<file path="src/rtl/and8_gates_mux4_pkg.sv">
// Shared types, reset constants and the gate-bank helper for and8_gates_mux4.
package and8_gates_mux4_pkg;

    typedef logic [3:0] nibble_t;
    typedef logic [1:0] sel_t;
    typedef logic [7:0] byte_t;

    typedef struct packed {
        nibble_t yinv;
        nibble_t yand;
        nibble_t yor;
        nibble_t yxor;
        nibble_t ynand;
        nibble_t ynor;
    } gate_res_t;

    typedef enum logic [1:0] {
        MUX_CASE  = 2'd0,
        MUX_TREE  = 2'd1,
        MUX_ANDOR = 2'd2
    } mux_style_t;

    localparam nibble_t   RST_NIBBLE = 4'b0000;
    localparam gate_res_t RST_GATES  = '{default: RST_NIBBLE};

    function automatic gate_res_t gate_bank(input nibble_t a, input nibble_t b);
        gate_res_t res;
        res.yinv  = ~a;
        res.yand  = a & b;
        res.yor   = a | b;
        res.yxor  = a ^ b;
        res.ynand = ~(a & b);
        res.ynor  = ~(a | b);
        return res;
    endfunction

endpackage

</file>
<file path="src/rtl/and8_gates_mux4_mux4.sv">
// a8gm_mux4: combinational 4:1 nibble mux; STYLE picks one of three
// structurally different implementations so they can cross-check each other.
module a8gm_mux4
    import and8_gates_mux4_pkg::*;
#(
    parameter mux_style_t STYLE = MUX_CASE
) (
    input  logic [3:0] d0,
    input  logic [3:0] d1,
    input  logic [3:0] d2,
    input  logic [3:0] d3,
    input  logic [1:0] s,
    output logic [3:0] y
);

    if (STYLE == MUX_TREE) begin : g_tree
        nibble_t w_lo;
        nibble_t w_hi;
        assign w_lo = s[0] ? d1 : d0;
        assign w_hi = s[0] ? d3 : d2;
        assign y    = s[1] ? w_hi : w_lo;
    end else if (STYLE == MUX_ANDOR) begin : g_andor
        logic [3:0] w_dec;
        assign w_dec = {( s[1] &  s[0]), ( s[1] & ~s[0]),
                        (~s[1] &  s[0]), (~s[1] & ~s[0])};
        assign y = ({4{w_dec[0]}} & d0) | ({4{w_dec[1]}} & d1) |
                   ({4{w_dec[2]}} & d2) | ({4{w_dec[3]}} & d3);
    end else begin : g_case
        // Select-decoded case form of the mux.
        always_comb begin
            y = RST_NIBBLE;
            case (s)
                2'b00:   y = d0;
                2'b01:   y = d1;
                2'b10:   y = d2;
                2'b11:   y = d3;
                default: y = RST_NIBBLE;
            endcase
        end
    end

endmodule

</file>
<file path="src/rtl/and8_gates_mux4.sv">
// Registered gate bank, 8-input AND and 4:1 mux with one valid strobe.
// Define AND8_GATES_MUX4_MUX_XCHK_EN to build the triple-redundant mux with sticky mux_err.
module and8_gates_mux4
    import and8_gates_mux4_pkg::*;
(
    input  logic       clk,
    input  logic       rst_n,
    input  logic       in_valid,
    input  logic [3:0] a,
    input  logic [3:0] b,
    input  logic [7:0] and_a,
    input  logic [3:0] d0,
    input  logic [3:0] d1,
    input  logic [3:0] d2,
    input  logic [3:0] d3,
    input  logic [1:0] s,
    output logic       out_valid,
    output logic [3:0] yinv,
    output logic [3:0] yand,
    output logic [3:0] yor,
    output logic [3:0] yxor,
    output logic [3:0] ynand,
    output logic [3:0] ynor,
    output logic       and_y,
    output logic [3:0] mux_y,
    output logic       mux_err
);

    gate_res_t w_gates;
    nibble_t   w_mux_case;

    gate_res_t r_gates;
    logic      r_and_y;
    nibble_t   r_mux_y;
    logic      r_out_valid;

    assign w_gates = gate_bank(a, b);

    a8gm_mux4 #(.STYLE(MUX_CASE)) u_mux_case (
        .d0(d0), .d1(d1), .d2(d2), .d3(d3), .s(s), .y(w_mux_case)
    );

    // Result registers load only on accepted operands; out_valid follows in_valid.
    always_ff @(posedge clk or negedge rst_n) begin
        if (!rst_n) begin
            r_out_valid <= 1'b0;
            r_gates     <= RST_GATES;
            r_and_y     <= 1'b0;
            r_mux_y     <= RST_NIBBLE;
        end else begin
            r_out_valid <= in_valid;
            if (in_valid) begin
                r_gates <= w_gates;
                r_and_y <= &and_a;
                r_mux_y <= w_mux_case;
            end
        end
    end

`ifdef AND8_GATES_MUX4_MUX_XCHK_EN
    nibble_t w_mux_tree;
    nibble_t w_mux_andor;
    logic    w_mux_mismatch;
    logic    r_mux_err;

    a8gm_mux4 #(.STYLE(MUX_TREE)) u_mux_tree (
        .d0(d0), .d1(d1), .d2(d2), .d3(d3), .s(s), .y(w_mux_tree)
    );

    a8gm_mux4 #(.STYLE(MUX_ANDOR)) u_mux_andor (
        .d0(d0), .d1(d1), .d2(d2), .d3(d3), .s(s), .y(w_mux_andor)
    );

    assign w_mux_mismatch = (w_mux_case != w_mux_tree) || (w_mux_case != w_mux_andor);

    // Sticky disagreement flag, sampled alongside the result it would corrupt.
    always_ff @(posedge clk or negedge rst_n) begin
        if (!rst_n) begin
            r_mux_err <= 1'b0;
        end else begin
            r_mux_err <= r_mux_err | (in_valid & w_mux_mismatch);
        end
    end

    assign mux_err = r_mux_err;
`else
    assign mux_err = 1'b0;
`endif

    assign out_valid = r_out_valid;
    assign yinv      = r_gates.yinv;
    assign yand      = r_gates.yand;
    assign yor       = r_gates.yor;
    assign yxor      = r_gates.yxor;
    assign ynand     = r_gates.ynand;
    assign ynor      = r_gates.ynor;
    assign and_y     = r_and_y;
    assign mux_y     = r_mux_y;

endmodule

</file>
<file path="config.mk">
export PLATFORM = sky130hd
export DESIGN_NAME = and8_gates_mux4
export DESIGN_NICKNAME = d
export VERILOG_FILES = /design/src/rtl/and8_gates_mux4_pkg.sv /design/src/rtl/and8_gates_mux4_mux4.sv /design/src/rtl/and8_gates_mux4.sv
export SDC_FILE = /design/constraint.sdc
export NUM_CORES = 1
export LEC_CHECK = 0
export ABC_CLOCK_PERIOD_IN_PS = 800
export CAP_MARGIN = 15
export CORE_MARGIN = 2
export CORE_UTILIZATION = 23
export CTS_BUF_LIST = sky130_fd_sc_hd__clkbuf_8
export DETAILED_ROUTE_END_ITERATION = 10
export HOLD_SLACK_MARGIN = 0.1
export PLACE_DENSITY = 0.56
export SYNTH_ARGS = -nofsm -noshare
export SYNTH_HDL_FRONTEND = slang
export SYNTH_SLANG_ARGS = --single-unit
</file>
<file path="constraint.sdc">
create_clock -name clk -period 0.8 [get_ports clk]
set_input_delay 0.12 -clock clk [delete_from_list [all_inputs] [get_ports clk]]
set_output_delay 0.12 -clock clk [all_outputs]
set_load 0.005 [all_outputs]
</file>
==> impl_metrics.toml <==
[synth]
synth_top_area_cell = "dfrtp_1"
synth_top_area_share_pct = 53.67
yosys-top-cells-count = "dfrtp_1, mux2_2, nand2b_1"
synth_nets = 153
synthCells = 108
yosysSeqAreaShare_pct = 53.67
syn-cell-area_mm2 = 0.001399
avgSynthCellArea_um2 = 12.95
synth-warning-count = 0
ys_seq_elements = 30
synth-async-reset-ratio_pct = 100.0
ys_types = 17
yosysMostFrequentCell = "dfrtp_1"
synth_edf_count = 0
ys.flop_type = "dfrtp_1"
synthTopCellsByArea = "dfrtp_1, mux2_2, ha_1, nand2b_1, mux2i_1"

[pwr]
p_sw_mw = 0.9766
p_int_mw = 2.937
p_per_area_mw_per_mm2 = 1649
clkPwrFrac_pct = 32.0
peakVddDrop_v = 0.0005272
leakagePower_nw = 1.175
seq_power_share_pct = 44.6
finalPower_mw = 3.913
switching_share_pct = 24.96
power_frac_comb_pct = 23.4

[worst_setup_path]
critPathKind = "register to output port"
crit_cells = 1
path_max_fanout = 2
end_kind = "output port"
r2r_end = "yinv[2]"
rrSetupSlack_ns = -0.07
cp_slowest_stage_delay_ns = 0.38
worstReg2RegStart = "yinv[2]"
required_ns = 0.68
crit_arrival_ns = 0.81
setup.worst_path.end = "yor[0]"
crit_path_start_kind = "register"
crit_buf_inv = 1
reg2reg_depth = 2
path_delay_family = "flip-flops"
cp_slowest_cell = "dfrtp_1"
startpoint = "yor[0]"
crit_chain = "buf_2"

[placement]
io_buffers = 66
gp_congestion = 0.6796
dp_hpwl_mm = 2.589

[global_routing]
antenna_found_initial = 0
use_met1_pct = 12.24
grt_start_max_net_pins = 31
busiest_layer = "met2"
grt_pass1_vias = 1135
grt.total_usage_pct = 10.85
grt_use_met2_pct = 17.48
overflow = 0
use_met3_pct = 5.275
grt_pass1_wl_mm = 5.292

[clocking]
cts_hold_buf = 0
cts_tree = "done"
clockRootBuffer = "clkbuf_8"
cts_buffers = 5
htree_levels = 2
cts_buffer_depth = 2
clk_latency_ns = 0.27
clk_pin_slew_ns = 0.06
clkSinkCount = 30

[detailed_routing]
drc = 0
vias = 1144
wl_per_cell_um = 13.00
finalWirelength_mm = 3.639
postRouteAntennaNets = 0
routed_via_density = 4.086
dr.pass1.iters = 4
first_iter_violations = 21

[sta]
finalCritPeriodShare_pct = 115.7
report.final.slew_viol_count = 0
skew_ns = 0
hold_viol = 0
fin_tns_setup_ns = -3.572
setup_violations = 37
max_freq_ghz = 1.081
rsz0062_at_grt = "yes"
final.setup.worst_slack_ns = -0.1253
period_needed_ns = 0.9253

[layout]
fillerInstances = 612
multi_input_area_um2 = 598.1
areaGrowthSynthToFinish_pct = 69.68
regArea_um2 = 750.7
n_antenna_cell = 0
fin_nets = 249
final_util_pct = 40.33
layout-drive-gt1-share_pct = 44.39

[floorplan]
coreArea_mm2 = 0.005886
die-area_mm2 = 0.006722
die_height_um = 81.99
rows = 28
die_w_um = 81.99
ioPinCount = 68
start_util_pct = 23.77

[status]
violations = "negative setup slack"
status = "complete, but fails checks"

[min_path]
hp-class = "primary input to async pin"

[job]
drv_cap = 0
## sequential cells by signal, summed over array words and instances, names as in the netlist
name       count
and_y          1
mux_y          4
out_valid      1
yand           4
yinv           4
ynand          4
ynor           4
yor            4
yxor           4
## kinds of logic after synthesis
| family | count (synthesis) | synth area share, % |
|---|---|---|
| flip-flops | 30 | 53.67 |
| multiplexers | 24 | 18.87 |
| AND/OR/NAND/NOR | 17 | 7.423 |
| buffers and inverters | 15 | 6.708 |
| AO/OA/AOI/OAI | 13 | 5.903 |
| adder cells (fa/ha/maj) | 8 | 7.156 |
| other | 1 | 0.2681 |
## per-stage QoR
stage               std cells  setup WS, ns  hold WS [ns]  area [µm²]
floorplan                 108      -0.01077       -0.1756        1403
global route              280       -0.1699        0.1969        2374
detailed placement        262       -0.5722        0.4847        2263
CTS                       275       -0.1362        0.2025        2276
global placement          262       -0.5668        0.4737        2263
finish                    280       -0.1253        0.2022        2374
## cell usage in the layout, fill, tap and decap left out, types with 6 or more instances in the layout
cell type,instances
inv_1,9
nand2b_1,12
clkdlybuf4s50_1,26
buf_2,30
ha_1,7
buf_4,18
dfrtp_1,30
mux2_2,14
buf_6,8
mux2i_1,7
dlygate4sd2_1,9
clkbuf_8,6
## layer usage
layer	wire, µm	vias to the layer above
met3	417	7
met2	1652	47
li1	-	558
met4	57	0
met1	1511	532
met5	0	-
## area by class of cell
type,instances,area share (%)
Sequential cell,30,31.63
Inverter,9,1.740
Multi-Input combinational cell,63,25.20
Tap cell,75,3.954
Clock inverter,2,0.3690
Timing Repair Buffer,95,33.63
Clock buffer,6,3.479
## worst min-delay path by stage
stage	startpoint	end	cells after the start
after CTS	rst_n	ynor[1]	2
after floorplan	rst_n	and_y	0
after global routing	rst_n	out_valid	2
after global placement	yor[3]	yor[3]	2
final	rst_n	ynor[1]	2
after detailed placement	yor[2]	yor[2]	2
## power groups by stage
stage	registers, mW	logic [mW]	clock network (mW)
final	1.75	0.915	1.25
after global routing	1.76	1.01	1.41
after CTS	1.74	0.842	1.30
after detailed placement	1.78	0.934	0
after global placement	1.78	0.927	0
after floorplan	1.78	0.268	0
## repair_timing
action	CTS	global route
gates cloned	1	0
setup buffers	5	5
setup endpoints to repair	59	38
resized for setup	138	16
hold endpoints to repair	0	0
pin swaps	1	0
Power figures use the tool's default switching activity.
